File: src/rtl/led_ws2812_tx_if.sv
// Prefetch FIFO read port (first-word-fall-through) as seen by the WS2812 serialiser.
interface led_ws2812_tx_if;
    logic        fifo_rd_en;
    logic        fifo_rd_vld;
    logic [23:0] fifo_rd_data;

    modport master (output fifo_rd_en, input fifo_rd_vld, input fifo_rd_data);
    modport slave  (input fifo_rd_en, output fifo_rd_vld, output fifo_rd_data);
endinterface

File: src/rtl/led_ws2812_tx.sv
// WS2812 one-wire serialiser: pops N_LEDS GRB words from the prefetch FIFO per frame,
// sends each MSB first as fixed-period high/low pulses, then holds the line low to latch.
module led_ws2812_tx #(
    parameter int N_LEDS       = 64,
    parameter int T0H          = 20,
    parameter int T1H          = 40,
    parameter int TBIT         = 63,
    parameter int RESET_CYCLES = 15000
) (
    input  logic clk,
    input  logic rst,
    input  logic start,
    output logic busy,
    output logic done,
    output logic underrun,
    output logic led_dout,
    led_ws2812_tx_if.master fifo_if
);

    typedef enum logic [1:0] {S_IDLE, S_FETCH, S_BIT, S_LATCH} state_t;

    localparam logic [6:0]  TICK_LAST = 7'(TBIT - 1);
    localparam logic [6:0]  T0H_C     = 7'(T0H);
    localparam logic [6:0]  T1H_C     = 7'(T1H);
    localparam logic [11:0] PIX_LAST  = 12'(N_LEDS - 1);
    localparam logic [15:0] LAT_LAST  = 16'(RESET_CYCLES - 1);

    state_t      state, state_nxt;
    logic [6:0]  tick;
    logic [4:0]  bit_cnt;
    logic [11:0] pix_cnt;
    logic [15:0] lat_cnt;
    logic [23:0] shreg;
    logic        pop;
    logic        tick_end;

    assign tick_end           = (tick == TICK_LAST);
    assign fifo_if.fifo_rd_en = pop;

    always_ff @(posedge clk) begin
        if (rst) state <= S_IDLE;
        else     state <= state_nxt;
    end

    always_comb begin
        state_nxt = state;
        pop       = 1'b0;
        case (state)
            S_IDLE:  if (start) state_nxt = S_FETCH;
            S_FETCH: if (fifo_if.fifo_rd_vld) begin
                pop       = 1'b1;
                state_nxt = S_BIT;
            end
            S_BIT:   if (tick_end && bit_cnt == 5'd0)
                state_nxt = (pix_cnt == PIX_LAST) ? S_LATCH : S_FETCH;
            S_LATCH: if (lat_cnt == LAT_LAST) state_nxt = S_IDLE;
            default: state_nxt = S_IDLE;
        endcase
    end

    always_ff @(posedge clk) begin
        if (rst) begin
            busy     <= 1'b0;
            done     <= 1'b0;
            underrun <= 1'b0;
            led_dout <= 1'b0;
            tick     <= '0;
            bit_cnt  <= '0;
            pix_cnt  <= '0;
            lat_cnt  <= '0;
            shreg    <= '0;
        end else begin
            busy     <= (state_nxt != S_IDLE);
            done     <= (state == S_LATCH) && (lat_cnt == LAT_LAST);
            // Line level is decided from the current tick, so it lags state by one cycle.
            led_dout <= (state == S_BIT) && (tick < (shreg[23] ? T1H_C : T0H_C));
            case (state)
                S_IDLE: if (start) begin
                    pix_cnt  <= '0;
                    underrun <= 1'b0;
                end
                S_FETCH: begin
                    if (pop) begin
                        shreg   <= fifo_if.fifo_rd_data;
                        bit_cnt <= 5'd23;
                        tick    <= '0;
                    end else begin
                        underrun <= 1'b1;
                    end
                end
                S_BIT: begin
                    if (!tick_end) begin
                        tick <= tick + 7'd1;
                    end else if (bit_cnt != 5'd0) begin
                        shreg   <= {shreg[22:0], 1'b0};
                        bit_cnt <= bit_cnt - 5'd1;
                        tick    <= '0;
                    end else if (pix_cnt == PIX_LAST) begin
                        lat_cnt <= '0;
                    end else begin
                        pix_cnt <= pix_cnt + 12'd1;
                    end
                end
                S_LATCH: lat_cnt <= lat_cnt + 16'd1;
                default: ;
            endcase
        end
    end

endmodule

File: src/flat_wrapper.sv
// flat-port wrapper written by rule: the top's interface ports become plain ports
module led_ws2812_tx_flat 
#(
    parameter int N_LEDS       = 64,
    parameter int T0H          = 20,
    parameter int T1H          = 40,
    parameter int TBIT         = 63,
    parameter int RESET_CYCLES = 15000
)
  (clk, rst, start, busy, done, underrun, led_dout, fifo_if_fifo_rd_en, fifo_if_fifo_rd_vld, fifo_if_fifo_rd_data);
  led_ws2812_tx_if fifo_if_i ();
  input  logic clk;
  input  logic rst;
  input  logic start;
  output logic busy;
  output logic done;
  output logic underrun;
  output logic led_dout;
  output wire logic [$bits(fifo_if_i.fifo_rd_en)-1:0] fifo_if_fifo_rd_en;
  input wire logic [$bits(fifo_if_i.fifo_rd_vld)-1:0] fifo_if_fifo_rd_vld;
  input wire logic [$bits(fifo_if_i.fifo_rd_data)-1:0] fifo_if_fifo_rd_data;
  assign fifo_if_fifo_rd_en = fifo_if_i.fifo_rd_en;
  assign fifo_if_i.fifo_rd_vld = fifo_if_fifo_rd_vld;
  assign fifo_if_i.fifo_rd_data = fifo_if_fifo_rd_data;
  led_ws2812_tx #(.N_LEDS(N_LEDS), .T0H(T0H), .T1H(T1H), .TBIT(TBIT), .RESET_CYCLES(RESET_CYCLES)) u_core (.clk(clk), .rst(rst), .start(start), .busy(busy), .done(done), .underrun(underrun), .led_dout(led_dout), .fifo_if(fifo_if_i));
endmodule
File: config.mk
export PLATFORM = sky130hd
export DESIGN_NAME = led_ws2812_tx_flat
export DESIGN_NICKNAME = d
export VERILOG_FILES = /design/src/rtl/led_ws2812_tx_if.sv /design/src/rtl/led_ws2812_tx.sv /design/src/flat_wrapper.sv
export SDC_FILE = /design/constraint.sdc
export NUM_CORES = 1
export LEC_CHECK = 0
export CORE_MARGIN = 2
export CORE_UTILIZATION = 35
export DETAILED_ROUTE_END_ITERATION = 10
export PLACE_DENSITY = 0.62
export SYNTH_ARGS = -nofsm -noshare
export SYNTH_HDL_FRONTEND = slang
export SYNTH_SLANG_ARGS = --single-unit
export TNS_END_PERCENT = 50
File: constraint.sdc
create_clock -name clk -period 6.3 [get_ports clk]
set_input_delay 0.63 -clock clk [delete_from_list [all_inputs] [get_ports clk]]
set_output_delay 0.63 -clock clk [all_outputs]
set_load 0.01 [all_outputs]
==> results of run 1 <==
-- final timing paths --
check / from / end / slack, ps
hold / removal: u_core.shreg[0]$_SDFFE_PP0P_ / u_core.shreg[0]$_SDFFE_PP0P_ / 480
setup reg to reg: u_core.state[0]$_SDFF_PP0_ / u_core.pix_cnt[11]$_SDFFE_PP0P_ / 2870
setup / recovery: u_core.state[0]$_SDFF_PP0_ / u_core.pix_cnt[11]$_SDFFE_PP0P_ / 2870
hold reg to reg: u_core.shreg[0]$_SDFFE_PP0P_ / u_core.shreg[0]$_SDFFE_PP0P_ / 480
-- state kept, by name (all words and copies together) (netlist names) --
signal and flops:
u_core.shreg 24, u_core.state 2, u_core.busy 1, u_core.underrun 1
u_core.pix_cnt 12, u_core.led_dout 1, u_core.done 1, u_core.tick 7
u_core.lat_cnt 16, u_core.bit_cnt 5
-- stage by stage --
stage | hold slack (ps) | setup WS (ps) | area, sq um | util | std cells
after detailed placement | 465 | 2920 | 3920 | 0.403 | 548
after global placement | 455 | 3020 | 3920 | 0.403 | 548
after global routing | 502 | 2600 | 4150 | 0.427 | 563
after CTS | 473 | 2880 | 4150 | 0.427 | 563
final | 476 | 2870 | 4150 | 0.427 | 563
after floorplan | 446 | 4030 | 3500 | - | 405
-- critical path, stage by stage (launching register included) --
cell	delay, ps
dfxtp_1	350
inv_1	140
ha_2	910
mux2i_1	240
or4_1	570
o22a_1	400
or4_1	580
a21oi_1	140
-- cell type report --
type | instances | area share
clock buffer | 9 | 0.0298
clock inverter | 6 | 0.0268
inverter | 13 | 0.0118
multi-input combinational | 299 | 0.476
sequential | 70 | 0.338
tap | 133 | 0.0401
timing repair buffer | 33 | 0.0778
-- report_power, final --
group | switching [W] | internal, W
clock | 0.000169 | 0.000261
combinational | 0.000381 | 0.000259
sequential | 0.0000478 | 0.000520
total | 0.000598 | 0.00104
-- layer usage --
metal | GRT usage | part of all wire | vias up
li1 | - | - | 1539
met1 | 0.168 | 0.48 | 1378
met2 | 0.230 | 0.46 | 67
met3 | 0.0407 | 0.047 | 11
met4 | 0.0521 | 0.012 | 0
met5 | 0 | 0 | -
-- cell usage in the layout (no fill, tap or decap), types with 2 or more instances in the layout --
master	n
a211oi_1	24
a21oi_1	33
a311oi_1	4
a31oi_1	2
and2_1	3
and3_1	4
and4_1	3
bufinv_16	3
clkbuf_8	9
clkdlybuf4s50_1	31
dfxtp_1	70
ha_1	13
inv_1	13
mux2i_1	25
nand2_1	22
nand2b_1	8
nand3_1	11
nand3b_1	2
nand4_1	8
nand4b_1	2
nor2_1	33
nor3_1	13
nor3b_1	2
nor4_1	3
nor4b_1	2
o211a_1	2
o211ai_1	3
o21ai_0	22
o31ai_1	3
or2_2	2
or3_1	18
or4_1	9
or4b_2	3
xnor2_1	6
-- cell families (layout without fill, tap and decap cells) --
kind of cell	Yosys count	after routing	share of synthesized area
AND/OR/NAND/NOR	151	151	0.239
multiplexers	25	25	0.0714
buffers and inverters	36	61	0.0396
adder cells (fa/ha/maj)	14	14	0.0500
flip-flops	70	70	0.400
XOR/XNOR	6	6	0.0150
AO/OA/AOI/OAI	103	103	0.185
==> impl_metrics.ini, run 1 <==
[power_and_ir_drop]
ir_worst_vdd_uv = 183
power_w = 0.00164
p_leak_nw = 1.34
p_per_area_nw_per_um2 = 395

[yosys]
synth_area_sq_um = 3500
async_flop_share = 0
ys_seq_elements = 70
synth_ff_type = dfxtp_1
netlist.area_leader.share = 0.400
yosysMostFrequentCell = dfxtp_1
synthCells = 405
synthDistinctLibCells = 47
synth_top_cell_by_area = dfxtp_1
syn_avg_cell_area_sq_um = 8.65
synth_common_cells = dfxtp_1, a21oi_1, nor2_1, mux2i_1, a211oi_1
synth_area_leaders = dfxtp_1, mux2i_1, a211oi_1, ha_1, a21oi_1
synth_seq_area_share = 0.400
synth_nets = 447
synth_edf_count = 0
yosysWarningCount = 0

[timing]
max_freq_mhz = 292
rsz0062_at_grt = no
hold_violations = 0
fin_crit_ps = 3430
fin_skew_ps = 14.4
fin_setup_tns_ps = 0
slew_headroom = 0.201
worstMarginPinSlew_ps = 1190
slew_violations = 0
period_share = 0.544
setup_viol = 0

[worst_setup_path]
endpoint_kind = flip-flop
r2r_cells = 7
required_ps = 6570
critPathLaunchType = flip-flop
critPathMaxFanout = 42
critPathKind = reg2reg
crit_arrival_ps = 3690

[final_layout]
n_fill_cell = 981
syn_to_final_growth_pct = 18.5
multiInputGateArea_sq_um = 1980
diodes = 0
seqCellArea_sq_um = 1400
drive_gt1_frac = 0.0651
final_nets = 468

[global_routing]
grt_use_total = 0.138
grt_max_degree = 49
grt_pass1_vias = 2765
antenna_found_initial = 0
grt_overflow = 0
grt_pass1_wl_mm = 12.5

[route]
wl_mm = 7.24
ant_nets = 0
drt-vias-per-instance = 5.32
drcViolationCount = 0
vias = 2995
firstDrtPassIters = 4
drtIter0Drc = 117
avgRoutedWirePerCell_um = 12.9

[min_path]
hold_class = reg2reg
whs_path_depth = 2

[cts]
cts_tree = built
clk_latency_ps = 350
hold_buffers = 0
post_cts_buffers = 0
cts_buffers = 9
cts_resized = 0
clk_pin_slew_ps = 80
cts.sinks = 70
cts_buffer_depth = 2
cts_root_buffer = clkbuf_8
htreeDepth = 3

[job]
maxCapViolCount = 0

[die]
start_util = 0.360
die_h_um = 104
rows = 36
fp.dieW_um = 104
core-area_sq_um = 9730
pin_count = 33
die_area_sq_um = 10800

[placement]
place.gp.congestion = 0.750
hpwl_mm = 4.83
port_buffers = 32

[run_status]
status = finished clean
(Power assumes the default switching activity.)
==> run 2: changes to the inputs <==
Settings changed: PLACE_DENSITY 0.62 to 0.64.
Clock period 6.3 ns to 3 ns, I/O delays scaled along.
==> run 2 against run 1 <==
Compared with the run above: cell area grew 0.12%; maximum frequency grew 33%; critical path depth grew 1; clock skew shrank 1.8 ps; clock power grew 73%; setup slack lost 2500 ps; highest routed layer unchanged; register-to-register slack lost 2500 ps; sequential share of layout area is essentially flat; first-iteration DRC count shrank 20%; die area is the same; worst hold slack gained 7.4 ps; routed wire length grew 1.1%.
==> impl_metrics.ini, run 2 (synthesized netlist as in run 1, its figures left out) <==
[cts]
clk_pin_slew_ps = 80
htreeDepth = 3
cts.sinks = 70
cts_tree = built
cts_root_buffer = clkbuf_8
cts_buffer_depth = 2
post_cts_buffers = 0
hold_buffers = 0
cts_buffers = 9
cts_resized = 0
clk_latency_ps = 340

[worst_setup_path]
crit_start = u_core.state[0]$_SDFF_PP0_
critPathKind = reg2reg
crit-reg2reg-launch = u_core.state[0]$_SDFF_PP0_
critPathMaxFanout = 12
endpoint_kind = flip-flop
crit_arrival_ps = 2860
required_ps = 3280
critPathLaunchType = flip-flop

[route]
vias = 3019
drtIter0Drc = 94
avgRoutedWirePerCell_um = 12.9
ant_nets = 0
drcViolationCount = 0
firstDrtPassIters = 4
wl_mm = 7.32
drt-vias-per-instance = 5.31

[global_routing]
grt_max_degree = 49
grt_overflow = 0
grt_pass1_vias = 2883
antenna_found_initial = 0
grt_pass1_wl_mm = 12.9
grt_use_total = 0.142

[timing]
slew_headroom = 0.210
max_freq_mhz = 388
period_share = 0.860
fin_skew_ps = 12.5
fin_crit_ps = 2580
worstMarginPinSlew_ps = 1180
setup_viol = 0
slew_violations = 0
fin_setup_tns_ps = 0
hold_violations = 0
rsz0062_at_grt = no

[final_layout]
drive_gt1_frac = 0.0757
top_register = u_core.shreg
largest_register_ff_count = 24
reg_top3 = u_core.shreg x24, u_core.lat_cnt x16, u_core.pix_cnt x12
n_fill_cell = 1004
diodes = 0
syn_to_final_growth_pct = 18.6
design_area_sq_um = 4160
layout_commonest_cell = dfxtp_1
final_nets = 473
finalCoreUtilization = 0.427
stdcell_count = 569
layout_common_cells = dfxtp_1, nor2_1, a21oi_1, clkdlybuf4s50_1, mux2i_1

[die]
rows = 36
die_h_um = 104
core-area_sq_um = 9730
fp.dieW_um = 104
start_util = 0.360
pin_count = 33
die_area_sq_um = 10800

[placement]
hpwl_mm = 5.08
placed_cell_area_sq_um = 3970
place.gp.congestion = 0.786
place_inst = 553
port_buffers = 32

[power_and_ir_drop]
p_per_area_nw_per_um2 = 805
ir_worst_vdd_uv = 420
p_leak_nw = 1.36

[run_status]
status = finished clean

[min_path]
hold_class = reg2reg
holdCritStartpoint = u_core.pix_cnt[11]$_SDFFE_PP0P_

[job]
maxCapViolCount = 0
## run 2: cell count changes in the layout (fill, tap and decap cells not counted)
| cell | change |
|---|---|
| buf_4 | +4 |
| bufinv_16 | -2 |
| clkinv_2 | +2 |
| buf_12 | +1 |
| clkbuf_1 | +1 |
| clkinv_4 | +1 |
| clkinvlp_4 | -1 |
## run 2: worst paths after layout
path                                      to  slack [ps]  cells past startpoint
max           u_core.pix_cnt[5]$_SDFFE_PP0P_         420                      8
min          u_core.pix_cnt[11]$_SDFFE_PP0P_         480                      2
max reg2reg   u_core.pix_cnt[5]$_SDFFE_PP0P_         420                      8
min reg2reg  u_core.pix_cnt[11]$_SDFFE_PP0P_         480                      2
## run 2: report_power, final
part           switching [W]  internal (W)
Sequential          0.000103       0.00109
Combinational       0.000807      0.000600
Clock               0.000359      0.000383
Total                0.00127       0.00208
## run 2: critical path, cell delays in order (launching register included)
cell     delay, ps
dfxtp_1        340
inv_1          130
ha_2           350
mux2i_1        150
or4_1          520
o22a_1         310
buf_4          230
or3_1          340
a21oi_1        150
## run 2: area by class of cell
class	instances	area (sq um)	share of cell area
Clock buffer	10	128	0.0307
Clock inverter	6	62.6	0.0151
Inverter	13	48.8	0.0117
Multi-Input combinational cell	299	1980	0.476
Sequential cell	70	1400	0.337
Tap cell	133	166	0.0400
Timing Repair Buffer	38	373	0.0897
## run 2: stage by stage
step	total power [W]	hold slack (ps)	setup WS, ps
2_1_floorplan	0.00226	446	728
3_3_place_gp	0.00258	454	464
3_5_place_dp	0.00263	474	389
4_1_cts	0.00338	487	404
5_1_grt	0.00364	514	168
6_report	0.00334	483	420
## run 2: layer usage
layer,wire [um],track usage
met2,3400,0.232
met5,0,0
met3,244,0.0476
met4,68,0.0454
met1,3610,0.177
